`src/rtl/uart_tx_arbiter_if.sv`:
```
// Requester-side bus of the uart transmit arbiter: one valid/data/last lane
// per requester and the matching per-lane ready.
interface uart_tx_arbiter_if #(
  parameter int NUM_REQ = 4
);
  logic [NUM_REQ-1:0]   req_valid;
  logic [8*NUM_REQ-1:0] req_data;
  logic [NUM_REQ-1:0]   req_last;
  logic [NUM_REQ-1:0]   req_ready;

  // Message sources drive bytes and observe ready.
  modport master (output req_valid, output req_data, output req_last, input req_ready);
  // The arbiter observes bytes and drives ready.
  modport slave  (input req_valid, input req_data, input req_last, output req_ready);
endinterface

```
`src/rtl/uart_tx_arbiter.sv`:
```
// Round-robin packet arbiter in front of a single uart byte transmitter.
// The grant stays locked to one requester until its last byte has left the
// uart or the byte-gap watchdog revokes it.
module uart_tx_arbiter #(
  parameter int NUM_REQ = 4,
  parameter int TIMEOUT = 65535,
  parameter int TMR_W   = 16
) (
  input  logic                clk_in,
  input  logic                rst_in,
  uart_tx_arbiter_if.slave    req_if,
  output logic [NUM_REQ-1:0]  grant_out,
  output logic [7:0]          uart_data_out,
  output logic                uart_send_out,
  input  logic                uart_tx_ready_in,
  output logic                busy_out,
  output logic                timeout_out
);

  localparam int PTR_W = $clog2(NUM_REQ);

  typedef enum logic [1:0] {
    IDLE    = 2'd0,
    GUARD   = 2'd1,
    WAIT_TX = 2'd2,
    HOLD    = 2'd3
  } state_e;

  state_e             state_q, state_d;
  logic [NUM_REQ-1:0] grant_q, grant_d;
  logic [7:0]         data_q, data_d;
  logic               send_q, send_d;
  logic               busy_q, busy_d;
  logic               timeout_q, timeout_d;
  logic               last_flag_q, last_flag_d;
  logic [TMR_W-1:0]   timer_q, timer_d;
  logic [PTR_W-1:0]   last_ptr_q, last_ptr_d;
  logic [PTR_W-1:0]   owner_q, owner_d;

  logic [PTR_W-1:0]   winner;
  logic [PTR_W-1:0]   cand;
  logic [PTR_W-1:0]   sel;
  logic               win_found;
  logic               accept;

  // Round-robin search: first valid requester after the previous owner, with wrap.
  always_comb begin
    // NOTE: every signal written here gets a default first so no path can hold
    // an old value, which is what would otherwise infer a latch.
    winner    = '0;
    cand      = '0;
    win_found = 1'b0;
    for (int k = 1; k <= NUM_REQ; k++) begin
      cand = PTR_W'((int'(last_ptr_q) + k) % NUM_REQ);
      if (!win_found && req_if.req_valid[cand]) begin
        winner    = cand;
        win_found = 1'b1;
      end
    end
  end

  // Combinational ready: the IDLE winner, or the locked owner while in HOLD.
  always_comb begin
    sel              = (state_q == IDLE) ? winner : owner_q;
    accept           = 1'b0;
    req_if.req_ready = '0;
    if (uart_tx_ready_in) begin
      if (state_q == IDLE && win_found) begin
        accept                   = 1'b1;
        req_if.req_ready[winner] = 1'b1;
      end else if (state_q == HOLD) begin
        accept           = req_if.req_valid[owner_q];
        req_if.req_ready = grant_q;
      end
    end
  end

  // Next-state and registered-output logic.
  always_comb begin
    state_d     = state_q;
    grant_d     = grant_q;
    data_d      = data_q;
    send_d      = 1'b0;
    timeout_d   = 1'b0;
    last_flag_d = last_flag_q;
    timer_d     = timer_q;
    last_ptr_d  = last_ptr_q;
    owner_d     = owner_q;

    case (state_q)
      IDLE, HOLD: begin
        if (accept) begin
          data_d      = req_if.req_data[{sel, 3'b000} +: 8];
          send_d      = 1'b1;
          last_flag_d = req_if.req_last[sel];
          grant_d     = NUM_REQ'(1) << sel;
          owner_d     = sel;
          timer_d     = '0;
          state_d     = GUARD;
        end else if (state_q == HOLD && uart_tx_ready_in) begin
          // Idle owner: advance the watchdog, revoke the grant when it expires.
          if (timer_q == TMR_W'(TIMEOUT - 1)) begin
            timeout_d  = 1'b1;
            grant_d    = '0;
            last_ptr_d = owner_q;
            state_d    = IDLE;
          end else begin
            timer_d = timer_q + TMR_W'(1);
          end
        end
      end
      // The uart still shows ready on the send cycle, so skip one cycle.
      GUARD: state_d = WAIT_TX;
      WAIT_TX: begin
        if (uart_tx_ready_in) begin
          if (last_flag_q) begin
            grant_d    = '0;
            last_ptr_d = owner_q;
            state_d    = IDLE;
          end else begin
            timer_d = '0;
            state_d = HOLD;
          end
        end
      end
      default: state_d = IDLE;
    endcase

    busy_d = (state_d != IDLE);
  end

  // State and output registers, cleared asynchronously.
  always_ff @(posedge clk_in or posedge rst_in) begin
    // NOTE: sequential state uses non-blocking assignments so every register
    // samples the pre-edge values regardless of statement order.
    if (rst_in) begin
      state_q     <= IDLE;
      grant_q     <= '0;
      data_q      <= '0;
      send_q      <= 1'b0;
      busy_q      <= 1'b0;
      timeout_q   <= 1'b0;
      last_flag_q <= 1'b0;
      timer_q     <= '0;
      last_ptr_q  <= PTR_W'(NUM_REQ - 1);
      owner_q     <= '0;
    end else begin
      state_q     <= state_d;
      grant_q     <= grant_d;
      data_q      <= data_d;
      send_q      <= send_d;
      busy_q      <= busy_d;
      timeout_q   <= timeout_d;
      last_flag_q <= last_flag_d;
      timer_q     <= timer_d;
      last_ptr_q  <= last_ptr_d;
      owner_q     <= owner_d;
    end
  end

  assign grant_out     = grant_q;
  assign uart_data_out = data_q;
  assign uart_send_out = send_q;
  assign busy_out      = busy_q;
  assign timeout_out   = timeout_q;

endmodule

```
`src/flat_wrapper.sv`:
```
// flat-port wrapper written by rule: the top's interface ports become plain ports
module uart_tx_arbiter_flat 
#(
  parameter int NUM_REQ = 4,
  parameter int TIMEOUT = 65535,
  parameter int TMR_W   = 16
)
  (clk_in, rst_in, grant_out, uart_data_out, uart_send_out, uart_tx_ready_in, busy_out, timeout_out, req_if_req_valid, req_if_req_data, req_if_req_last, req_if_req_ready);
  uart_tx_arbiter_if #(.NUM_REQ(NUM_REQ)) req_if_i ();
  input  logic clk_in;
  input  logic rst_in;
  output logic [NUM_REQ-1:0] grant_out;
  output logic [7:0] uart_data_out;
  output logic uart_send_out;
  input  logic uart_tx_ready_in;
  output logic busy_out;
  output logic timeout_out;
  input wire logic [$bits(req_if_i.req_valid)-1:0] req_if_req_valid;
  input wire logic [$bits(req_if_i.req_data)-1:0] req_if_req_data;
  input wire logic [$bits(req_if_i.req_last)-1:0] req_if_req_last;
  output wire logic [$bits(req_if_i.req_ready)-1:0] req_if_req_ready;
  assign req_if_i.req_valid = req_if_req_valid;
  assign req_if_i.req_data = req_if_req_data;
  assign req_if_i.req_last = req_if_req_last;
  assign req_if_req_ready = req_if_i.req_ready;
  uart_tx_arbiter #(.NUM_REQ(NUM_REQ), .TIMEOUT(TIMEOUT), .TMR_W(TMR_W)) u_core (.clk_in(clk_in), .rst_in(rst_in), .req_if(req_if_i), .grant_out(grant_out), .uart_data_out(uart_data_out), .uart_send_out(uart_send_out), .uart_tx_ready_in(uart_tx_ready_in), .busy_out(busy_out), .timeout_out(timeout_out));
endmodule
```
`config.mk`:
```
export PLATFORM = sky130hd
export DESIGN_NAME = uart_tx_arbiter_flat
export DESIGN_NICKNAME = d
export VERILOG_FILES = /design/src/rtl/uart_tx_arbiter_if.sv /design/src/rtl/uart_tx_arbiter.sv /design/src/flat_wrapper.sv
export SDC_FILE = /design/constraint.sdc
export NUM_CORES = 1
export LEC_CHECK = 0
export BUFFER_PORTS_ARGS = -buffer_cell sky130_fd_sc_hd__clkbuf_2
export CORE_ASPECT_RATIO = 1.1
export CORE_MARGIN = 2
export CORE_UTILIZATION = 25
export DETAILED_ROUTE_END_ITERATION = 12
export HOLD_SLACK_MARGIN = 0.15
export RECOVER_POWER = 100
export SKIP_LAST_GASP = 1
export SYNTH_ARGS = -nofsm -noshare
export SYNTH_HDL_FRONTEND = slang
export SYNTH_SLANG_ARGS = --single-unit
```
`constraint.sdc`:
```
create_clock -name clk_in -period 5.6 [get_ports clk_in]
set_clock_uncertainty 0.1 [all_clocks]
set_input_delay 0.28 -clock clk_in [delete_from_list [all_inputs] [get_ports clk_in]]
set_output_delay 0.28 -clock clk_in [all_outputs]
set_load 0.01 [all_outputs]
```
-- Word-level counts from Yosys, hierarchy flattened
Index checks and enable logic that the tools add are counted.
- bits in registers: 38
- logic and storage cells: 114
- bits of input ports: 43
- output and inout bits: 19
- multiplexer cells: 59
- shift operators: 2
- add/subtract/negate cells: 5
- reduce and logical (&&, ||, !) cells: 17
- order comparisons: 8
- equality and inequality tests: 13
- operators with widths (operator ; count):
    16-bit 2-to-1 mux ; 5
    4-bit 2-to-1 mux ; 8
    16-bit case mux with 2 select lines ; 1
    32-bit by 6-bit variable part select with 8-bit output ; 1
    2-bit 2-to-1 mux ; 15
    2-bit by 3-bit < comparator with 1-bit output (second input constant) ; 7
    1-bit 2-to-1 mux ; 20
    16-bit by 1-bit adder with 16-bit output (second input constant) ; 1
    16-bit equality test (second input constant) ; 1
    1-bit binary-select mux with 2-bit select ; 6
    5-bit AND reduction ; 2
    4-bit case mux with 2 select lines ; 1
    1-bit logical AND ; 6
    2-bit by 1-bit inequality test with 1-bit output (second input constant) ; 3
    2-bit inequality test (second input constant) ; 3
    3-bit by 1-bit inequality test with 1-bit output (second input constant) ; 2
    2-bit case mux with 3 select lines ; 1
    6-bit AND reduction ; 1
    2-bit by 1-bit adder with 2-bit output (second input constant) ; 2
    2-bit adder (second input constant) ; 2
    2-bit equality test (second input constant) ; 2
    2-bit case mux with 2 select lines ; 1
    2-bit nonzero test ; 2
    1-bit by 2-bit left shift with 4-bit output (first input constant) ; 1
    8 further kinds ; 10

-- Longest topological paths before layout
Gate-level depths: netlist (run 1).
- depth in word-level cells: 19
- gate-level depth with buffers: 10
- gate-level depth less buffers: 7

-- Worst setup path after synthesis (run 1)
No wires, ideal clock.
- path kind: reg-to-reg
- start point: reg u_core.state_q[1]
- end point: reg u_core.timer_q[15]
- clock period less this slack: 2.519 ns
- slack: 3.081 ns
- required time: 5.419 ns
- arrival time: 2.339 ns
- library setup time: 0.081 ns
- buffers on the path: 2
- cell stages (with the launch flop): 10
- path through: dfrtp_1 -> inv_1 -> ha_1 -> clkbuf_1 -> nand2b_1 -> a221o_1 -> a31o_1 -> buf_6 -> or4_1 -> a21oi_1
- word-level cells in the longest chain between the ends: 6
- elaborated cells between the ends (all ways): 17
- classes of those cells: eq/ne (6); mux (5); reduce/logical (6)
- RTL lines (what ; line ; text):
    start: declaration ; uart_tx_arbiter.sv:29 ; state_e state_q, state_d;
    start signal: assignment ; uart_tx_arbiter.sv:148 ; state_q <= state_d;
    2-bit equality test or 2-bit zero test (tied branches) ; -- ;
    1-bit 2-to-1 mux or 1-bit logical AND (tied branches) ; uart_tx_arbiter.sv:71, uart_tx_arbiter.sv:68 ;
    1-bit 2-to-1 mux ; uart_tx_arbiter.sv:68 ; if (state_q == IDLE && win_found) begin
    1-bit 2-to-1 mux ; uart_tx_arbiter.sv:67 ; if (uart_tx_ready_in) begin
    3-bit by 1-bit inequality test with 1-bit output (no source line), or another cell as far along ; -- ;
    5-bit AND reduction (no source line) or 16-bit case mux with 2 select lines (tied branches) ; -- ;
    end signal: assignment ; uart_tx_arbiter.sv:155 ; timer_q <= timer_d;
    end: declaration ; uart_tx_arbiter.sv:36 ; logic [TMR_W-1:0] timer_q, timer_d;
Parallel ways exist; a longest one is shown, timed or not.
A chain may end at the register's enable or synchronous reset.

-- Final worst setup path (run 1)
- start point: reg u_core.state_q[1]
- end point: reg u_core.last_ptr_q[0]
- word-level cells in the longest chain between the ends: 6
- elaborated cells between the ends (all ways): 17
- classes of those cells: eq/ne (7); mux (4); reduce/logical (6)
- RTL lines (what ; line ; text):
    2-bit equality test or 2-bit zero test (tied branches) ; -- ;
    1-bit 2-to-1 mux or 1-bit logical AND (tied branches) ; uart_tx_arbiter.sv:71, uart_tx_arbiter.sv:68 ;
    1-bit 2-to-1 mux ; uart_tx_arbiter.sv:68 ;
    1-bit 2-to-1 mux ; uart_tx_arbiter.sv:67 ;
    2-bit inequality test (no source line) ; -- ;
    6-bit AND reduction (no source line) ; -- ;
    end signal: assignment ; uart_tx_arbiter.sv:145 ; last_ptr_q <= PTR_W'(NUM_REQ - 1);
    end signal: assignment ; uart_tx_arbiter.sv:156 ; last_ptr_q <= last_ptr_d;
    end: declaration ; uart_tx_arbiter.sv:37 ; logic [PTR_W-1:0] last_ptr_q, last_ptr_d;
Parallel ways exist; a longest one is shown, timed or not.

==> impl_metrics.ini, run 1 <==
[layout]
layout_common_cells = 44 x clkbuf_2, 36 x dfrtp_1, 27 x nand2_1
drive_gt1_share_pct = 22.9
layout_commonest_cell = clkbuf_2
nets = 380
fillerInstances = 1096
flow.area_growth_from_synthesis_pct = 16.9
antenna-diode-count = 0

[clocking]
clock_tree_from_tritoncts = done
clock_transition_at_the_registers_of_the_reported_paths_ns = 0.08
cts_hold_repair.buffers = 1
deepest_level_of_the_cts_h_tree = 2
postCtsResizedCells = 0
numCtsBuffers = 5
cts-root-buf = clkbuf_8
cts_max_path_buffers = 2
clkLatencyLatePin_ns = 0.29
clkSinkCount = 38
cts_setup_buffers = 0

[min_path]
hp-class = input port to flop

[synth]
synth_async_sr_flop_share_pct = 100
post-synth-top-area-cell = dfrtp_1
synthFlopType = dfrtp_1
mappedNetlistArea_mm2 = 0.00259
synth_warnings = 0
synth_seq_cells = 38
ys_seq_area_share_pct = 36.8
syn_nets = 331
yosysTopAreaCellShare_pct = 34.8
synth_enable_flop_cells = 0
syn-instance-count = 282
yosysUniqueCellTypes = 51
synth_area_leaders = dfrtp_1 35%, a221oi_1 6.1%, and2_1 5.3%
syn_area_per_cell_um2 = 9.18

[run_status]
violations = capacitance limit, slew limit
run_status = finished with violations

[worst_setup_path]
setup.worst_path.start_class = flop
worst-setup-path-type = flop to flop
timing.critical_path.fanout_max = 24
timing.critical_path.to_type = flop
critical_path_arrival_ns = 3.60
critical_path_required_ns = 5.73

[floorplanning]
die_width_um = 101
die_area_mm2 = 0.0112
fp-row-count = 38
initial_core_utilization_pct = 25.9
fp.dieH_um = 111
core-area_mm2 = 0.00998
top_level_ports = 62

[global_route]
grt_start_max_net_pins = 39
grt_remaining_overflow = 0
grt_first_pass_wirelength_mm = 11.6
grt_pass1_vias = 2383
all_layer_global_routing_usage_pct = 12.4
initial_antenna_violation_count = 0

[detailed_routing]
first_pass_iters = 4
initialDrtViolationCount = 133
vias = 2390
post_drt_wl_per_cell_um = 14.9
post-route-drc-count = 0
number_of_antenna_violating_nets_in_the_routed_design = 0
wirelength_mm = 6.75
vias_per_cell = 5.29

[sta]
period_share_pct = 62.0
setup_tns_ns = 0
final-max-slew-violation-count = 39
timing.slew.headroom_pct = -36.1
timing.hold.ws_ns = 0.240
worst-slew-pin-transition_ns = 2.04
final_hold_viol_count = 0
max_clock_freq_mhz = 288
timing.final.setup_violations = 0
grt_setup_unrepaired = false
final.min_clock_period_ns = 3.47

[pwr]
vdd.ir_drop.worst_mv = 0.149
leakage_nw = 1.22
powerDensity_mw_per_mm2 = 483

[placement]
final_replace_weighted_congestion = 0.765
dp_hpwl_mm = 5.08
portBuffers = 61

[job]
timing.max_cap.violations = 1
==> cell families after synthesis <==
logic type	count (synthesis)	share of synthesized area, %
AOI/OAI and AO/OA	94	28.5
adders and majority gates	6	2.90
buffers and inverters	31	5.99
DFF	38	36.8
muxes	6	3.04
and+or+nand+nor	107	22.8
==> through the flow <==
step | setup slack, ns | power [mW] | cell area, µm² | util (%) | instances
floorplan | 3.08 | 1.07 | 2590 | - | 282
global placement | 2.53 | 1.23 | 2940 | 29.4 | 443
detailed placement | 2.53 | 1.25 | 2940 | 29.4 | 443
CTS | 2.50 | 1.49 | 3060 | 30.7 | 452
global route | 1.86 | 1.58 | 3030 | 30.3 | 452
finish | 2.13 | 1.46 | 3030 | 30.3 | 452
==> metal layers <==
metal / vias up / global-route usage, % / share of wire, %
met3: 6 / 2.90 / 4.7
met2: 48 / 20.5 / 49
met1: 1163 / 16.6 / 46
li1: 1173 / - / -
met4: 0 / 2.43 / 0.71
met5: - / 0 / 0
==> worst paths after layout <==
| path | startpoint | endpoint | slack, ns | depth (start not counted) |
|---|---|---|---|---|
| worst max-delay path | u_core.state_q[1] | u_core.last_ptr_q[0] | 2.13 | 7 |
| worst min-delay path | req_if_req_data[29] | u_core.uart_data_out[5] | 0.24 | 3 |
| worst max register to register | u_core.state_q[1] | u_core.last_ptr_q[0] | 2.13 | 7 |
| worst min register to register | u_core.uart_data_out[4] | u_core.uart_data_out[4] | 0.39 | 2 |
| max in group asynchronous | rst_in | u_core.grant_out[0] | 3.07 | 4 |
| min in group asynchronous | rst_in | u_core.uart_data_out[2] | 1.16 | 4 |
==> flip-flops by register name, indices dropped and copies added, names as in the netlist <==
register	count
u_core.busy_out	1
u_core.grant_out	4
u_core.last_flag_q	1
u_core.last_ptr_q	2
u_core.owner_q	2
u_core.state_q	2
u_core.timeout_out	1
u_core.timer_q	16
u_core.uart_data_out	8
u_core.uart_send_out	1
==> worst max-delay path, cell delays in order (launching register included) <==
cell and delay (ns):
dfrtp_1 0.42, inv_1 0.10, ha_1 0.28, o41a_1 0.18
a222oi_1 0.62, or2_0 1.00, and3_1 0.36, mux2_1 0.33
==> report_power, final <==
| group | internal (mW) | switching, mW | total [mW] | leakage, nW |
|---|---|---|---|---|
| logic | 0.286 | 0.492 | 0.778 | 0.681 |
| registers | 0.365 | 0.0798 | 0.445 | 0.493 |
| clock network | 0.133 | 0.107 | 0.240 | 0.0504 |
| total | 0.783 | 0.679 | 1.46 | 1.22 |
==> area by class of cell <==
type                    count  area (µm²)  share of cell area [%]
multi-input cells         213        1470                    48.6
flip-flops and latches     38         953                    31.5
repair buffers             64         305                    10.1
well taps                 120         150                    4.96
clock buffers               5        68.8                    2.27
clock inverters             3        45.0                    1.49
inverters                   9        33.8                    1.12
==> Yosys cell counts (all sizes together) (3+ instances only) <==
master and instances:
a21o 3, a21oi 18, a221oi 18, a32o 4, and2 22, buf 9, clkbuf 13, dfrtp 36
ha 6, inv 9, mux2 5, nand2 27, nand3 5, nand4 5, nor2 8, nor2b 7
nor4 4, o21ai 16, o31ai 16, or2 5, or3 9, or4 7
Power figures use the tool's default switching activity.
==> run 2, diff against run 1 <==
- clock period: 5.6 -> 3.51 ns (I/O delays scaled with it)
==> impl_metrics.ini, run 2 (same netlist as run 1, synthesis figures left out) <==
[run_status]
run_status = finished with violations
violations = capacitance limit, slew limit

[clocking]
clock_tree_from_tritoncts = done
deepest_level_of_the_cts_h_tree = 2
clock_transition_at_the_registers_of_the_reported_paths_ns = 0.09
clkLatencyLatePin_ns = 0.29
cts-root-buf = clkbuf_8
postCtsResizedCells = 0
clkSinkCount = 38
cts_max_path_buffers = 2
numCtsBuffers = 5

[worst_setup_path]
cell_breakdown_of_the_critical_path = inv_1, ha_1, o41ai_1, a221o_1, a31o_1, clkbuf_2, or4_1, a21oi_1
timing.critical_path.fanout_max = 30
critical_path_required_ns = 3.62
cp_num_buf_inv = 2
max_stage_delay_ns = 0.60
critical_path_arrival_ns = 3.07
timing.critical_path.to_type = flop
setup.worst_path.start_class = flop
worst-setup-path-type = flop to flop
worst_path_max_delay_cell = or4_1
cp_top_family = compound AO/OA/AOI/OAI gates

[sta]
setup_tns_ns = 0
final_hold_viol_count = 0
final-max-slew-violation-count = 39
timing.final.setup_violations = 0
fin_ws_ns = 0.552
grt_setup_unrepaired = false
timing.slew.headroom_pct = -37.3
worst-slew-pin-transition_ns = 2.06
max_clock_freq_mhz = 338
final.min_clock_period_ns = 2.96
period_share_pct = 84.3

[layout]
largest-register = u_core.timer_q
layout_commonest_cell = clkbuf_2
fillerInstances = 1063
largest_reg_flops = 16
drive_gt1_share_pct = 22.6
finalCoreUtilization_pct = 30.3
antenna-diode-count = 0
nets = 384
flow.area_growth_from_synthesis_pct = 16.8
postLayoutCellArea_mm2 = 0.00302
layout_common_cells = 46 x clkbuf_2, 36 x dfrtp_1, 27 x nand2_1
layout.cells.non_filler = 456

[floorplanning]
die_width_um = 101
initial_core_utilization_pct = 25.9
fp-row-count = 38
fp.dieH_um = 111
die_area_mm2 = 0.0112
top_level_ports = 62
core-area_mm2 = 0.00998

[placement]
dpl_worst_slack_ns = 0.797
final_replace_weighted_congestion = 0.833
dp_hpwl_mm = 5.07
dpl.cell_count = 446
portBuffers = 61
placement.cell_area_mm2 = 0.00296

[global_route]
grt_first_pass_wirelength_mm = 11.4
grt_pass1_vias = 2409
grt_remaining_overflow = 0
initial_antenna_violation_count = 0
grt_start_max_net_pins = 39
all_layer_global_routing_usage_pct = 12.2

[job]
timing.max_cap.violations = 1

[detailed_routing]
vias = 2438
initialDrtViolationCount = 166
wirelength_mm = 6.81
vias_per_cell = 5.35
post-route-drc-count = 0
post_drt_wl_per_cell_um = 14.9
number_of_antenna_violating_nets_in_the_routed_design = 0
first_pass_iters = 4

[pwr]
vdd.ir_drop.worst_mv = 0.299
leakage_nw = 1.24
powerDensity_mw_per_mm2 = 756

[min_path]
hp-class = input port to flop
run 2: cell count changes in the layout (fill, tap and decap cells not counted), sizes merged:
cell	change
bufinv	-1
clkinvlp	-1
clkbuf	+3
buf	+2
dlygate4sd3	+1
run 2: layout make-up:
cell class / count / area (µm²) / share of cell area [%]
Multi-Input combinational cell: 213 / 1470 / 48.5
Sequential cell: 38 / 953 / 31.5
Timing Repair Buffer: 68 / 337 / 11.1
Tap cell: 120 / 150 / 4.96
Clock buffer: 7 / 76.3 / 2.52
Inverter: 9 / 33.8 / 1.12
Clock inverter: 1 / 7.51 / 0.248
run 2: path summary, 6_finish.rpt:
kind	from	end	slack, ns	cells past startpoint
setup / recovery	u_core.state_q[0]	u_core.timer_q[11]	0.55	8
hold / removal	req_if_req_data[28]	u_core.uart_data_out[4]	0.14	3
min in group asynchronous	rst_in	u_core.uart_data_out[0]	1.06	4
hold reg to reg	u_core.uart_data_out[4]	u_core.uart_data_out[4]	0.39	2
setup reg to reg	u_core.state_q[0]	u_core.timer_q[11]	0.55	8
max in group asynchronous	rst_in	u_core.state_q[0]	1.06	4
run 2: where the power goes:
part | internal (mW) | switching, mW
Sequential | 0.582 | 0.129
Combinational | 0.475 | 0.801
Clock | 0.141 | 0.158
run 2: worst min-delay path, delay by kind of cell:
kind            cells  cell delay [ns]
buf+inv             1             0.08
compound gates      2             0.24
run 2: through the flow:
stage          total power [mW]  hold slack [ns]
2_1_floorplan              1.71            0.266
3_3_place_gp               2.01            0.206
3_5_place_dp               2.04            0.207
4_1_cts                    2.34            0.151
5_1_grt                    2.47            0.161
6_report                   2.29            0.142
run 2: per-layer routing:
metal / global-route usage [%] / wire length (µm) / vias up
met3: 2.84 / 348 / 10
met4: 2.88 / 110 / 0
li1: - / - / 1178
met5: 0 / 0 / -
met1: 16.2 / 3060 / 1184
met2: 20.0 / 3290 / 66
run 2: timing repair:
action                                 CTS  global route
endpoints found under the hold margin   37             0
buffers inserted                         0             0
hold buffers                             2             0
==> run 3, diff against run 2 <==
- clock period: 3.51 -> 2.9 ns (I/O delays scaled with it)
==> impl_metrics.ini, run 3 (same netlist as run 1, synthesis figures left out) <==
[run_status]
run_status = finished with violations
violations = capacitance limit, slew limit

[sta]
timing.final.setup_violations = 0
final_hold_viol_count = 0
timing.slew.headroom_pct = -33.2
setup_tns_ns = 0
final.min_clock_period_ns = 2.74
final-max-slew-violation-count = 39
fin_ws_ns = 0.159
max_clock_freq_mhz = 365
worst-slew-pin-transition_ns = 2.00
period_share_pct = 94.5
grt_setup_unrepaired = false

[layout]
layout_common_cells = 46 x clkbuf_2, 36 x dfrtp_1, 27 x nand2_1
drive_gt1_share_pct = 24.5
largest_reg_flops = 16
nets = 399
antenna-diode-count = 0
flow.area_growth_from_synthesis_pct = 23.8
largest-register = u_core.timer_q
layout_commonest_cell = clkbuf_2

[pwr]
powerDensity_mw_per_mm2 = 909
vdd.ir_drop.worst_mv = 0.334
leakage_nw = 1.31

[floorplanning]
die_width_um = 101
fp-row-count = 38
initial_core_utilization_pct = 25.9
fp.dieH_um = 111
core-area_mm2 = 0.00998
top_level_ports = 62
die_area_mm2 = 0.0112

[clocking]
clkLatencyLatePin_ns = 0.29
clock_transition_at_the_registers_of_the_reported_paths_ns = 0.08
numCtsBuffers = 5
clkSinkCount = 38
cts_max_path_buffers = 2
deepest_level_of_the_cts_h_tree = 2
cts-root-buf = clkbuf_8
clock_tree_from_tritoncts = done

[worst_setup_path]
worst-setup-path-type = flop to flop
setup.worst_path.start_class = flop
worst_path_max_delay_cell = dlygate4sd3_1
timing.critical_path.from = u_core.state_q[0]
cp_top_family = buffers and inverters
critical_path_arrival_ns = 2.82
max_stage_delay_ns = 0.55
cell_breakdown_of_the_critical_path = inv_1, ha_2, o41a_1, a222oi_1, buf_4, or2_1, buf_8, o31ai_1, dlygate4sd3_1
critical_path_required_ns = 2.98
timing.critical_path.fanout_max = 23
timing.critical_path.to_type = flop
cp_num_buf_inv = 4
r2r-start = u_core.state_q[0]

[global_route]
all_layer_global_routing_usage_pct = 12.9
grt_first_pass_wirelength_mm = 11.8
initial_antenna_violation_count = 0
grt_remaining_overflow = 0
grt_start_max_net_pins = 39
grt_pass1_vias = 2489

[detailed_routing]
first_pass_iters = 4
post-route-drc-count = 0
initialDrtViolationCount = 118
wirelength_mm = 7.12
vias_per_cell = 5.32
post_drt_wl_per_cell_um = 15.1
vias = 2504
number_of_antenna_violating_nets_in_the_routed_design = 0

[placement]
final_replace_weighted_congestion = 0.839
dpl_worst_slack_ns = 0.252
dp_hpwl_mm = 5.19
portBuffers = 61

[min_path]
hp-class = input port to flop
min_from = req_if_req_data[17]

[job]
timing.max_cap.violations = 1
-- run 3: timing repair --
item                       4_1_cts  5_1_grt
hold buffers                    13        0
setup endpoints to repair        0        1
gates resized for setup          0        5
hold endpoints to repair        45        0
buffers inserted                 0        0
-- run 3: final timing paths --
kind                                      endpoint  slack (ns)  depth (start not counted)
setup / recovery           u_core.uart_data_out[5]        0.16                          9
hold / removal             u_core.uart_data_out[1]        0.16                          3
setup reg to reg           u_core.uart_data_out[5]        0.16                          9
hold reg to reg            u_core.uart_data_out[3]        0.39                          2
max in group asynchronous          u_core.busy_out        0.54                          4
min in group asynchronous  u_core.uart_data_out[0]        1.01                          4
-- run 3: power by group --
part	internal (mW)	switching (mW)
Clock	0.192	0.196
Combinational	0.673	0.989
Sequential	0.705	0.159
-- run 3: area by class of cell --
class | instances | area [µm²]
Clock buffer | 7 | 86.3
Timing Repair Buffer | 83 | 497
Clock inverter | 1 | 5.00
Fill cell | 1088 | 6780
Multi-Input combinational cell | 213 | 1480
Tap cell | 120 | 150
Sequential cell | 38 | 953
Inverter | 9 | 33.8
-- run 3: routing by layer --
layer | routed length, µm | up-vias | global-route usage, %
li1 | - | 1212 | -
met1 | 3200 | 1213 | 16.1
met2 | 3460 | 66 | 20.8
met3 | 331 | 13 | 3.53
met4 | 123 | 0 | 4.95
met5 | 0 | - | 0
-- run 3: per-stage QoR --
step / total power [mW] / cell area, µm² / hold WS [ns] / util (%) / cells
global route: 3.15 / 3210 / 0.169 / 32.1 / 471
floorplan: 2.07 / 2590 / 0.236 / - / 282
finish: 2.91 / 3210 / 0.155 / 32.1 / 471
global placement: 2.48 / 3000 / 0.169 / 30.1 / 450
detailed placement: 2.52 / 3000 / 0.175 / 30.1 / 450
CTS: 2.95 / 3230 / 0.154 / 32.3 / 471
-- run 3: worst register-to-register path, cell delays in order, from the launching register on --
cell and delay [ns]:
dfrtp_1 0.38, inv_1 0.11, ha_2 0.24, o41a_1 0.15, a222oi_1 0.44, buf_4 0.20
or2_1 0.15, buf_8 0.19, o31ai_1 0.10, dlygate4sd3_1 0.55
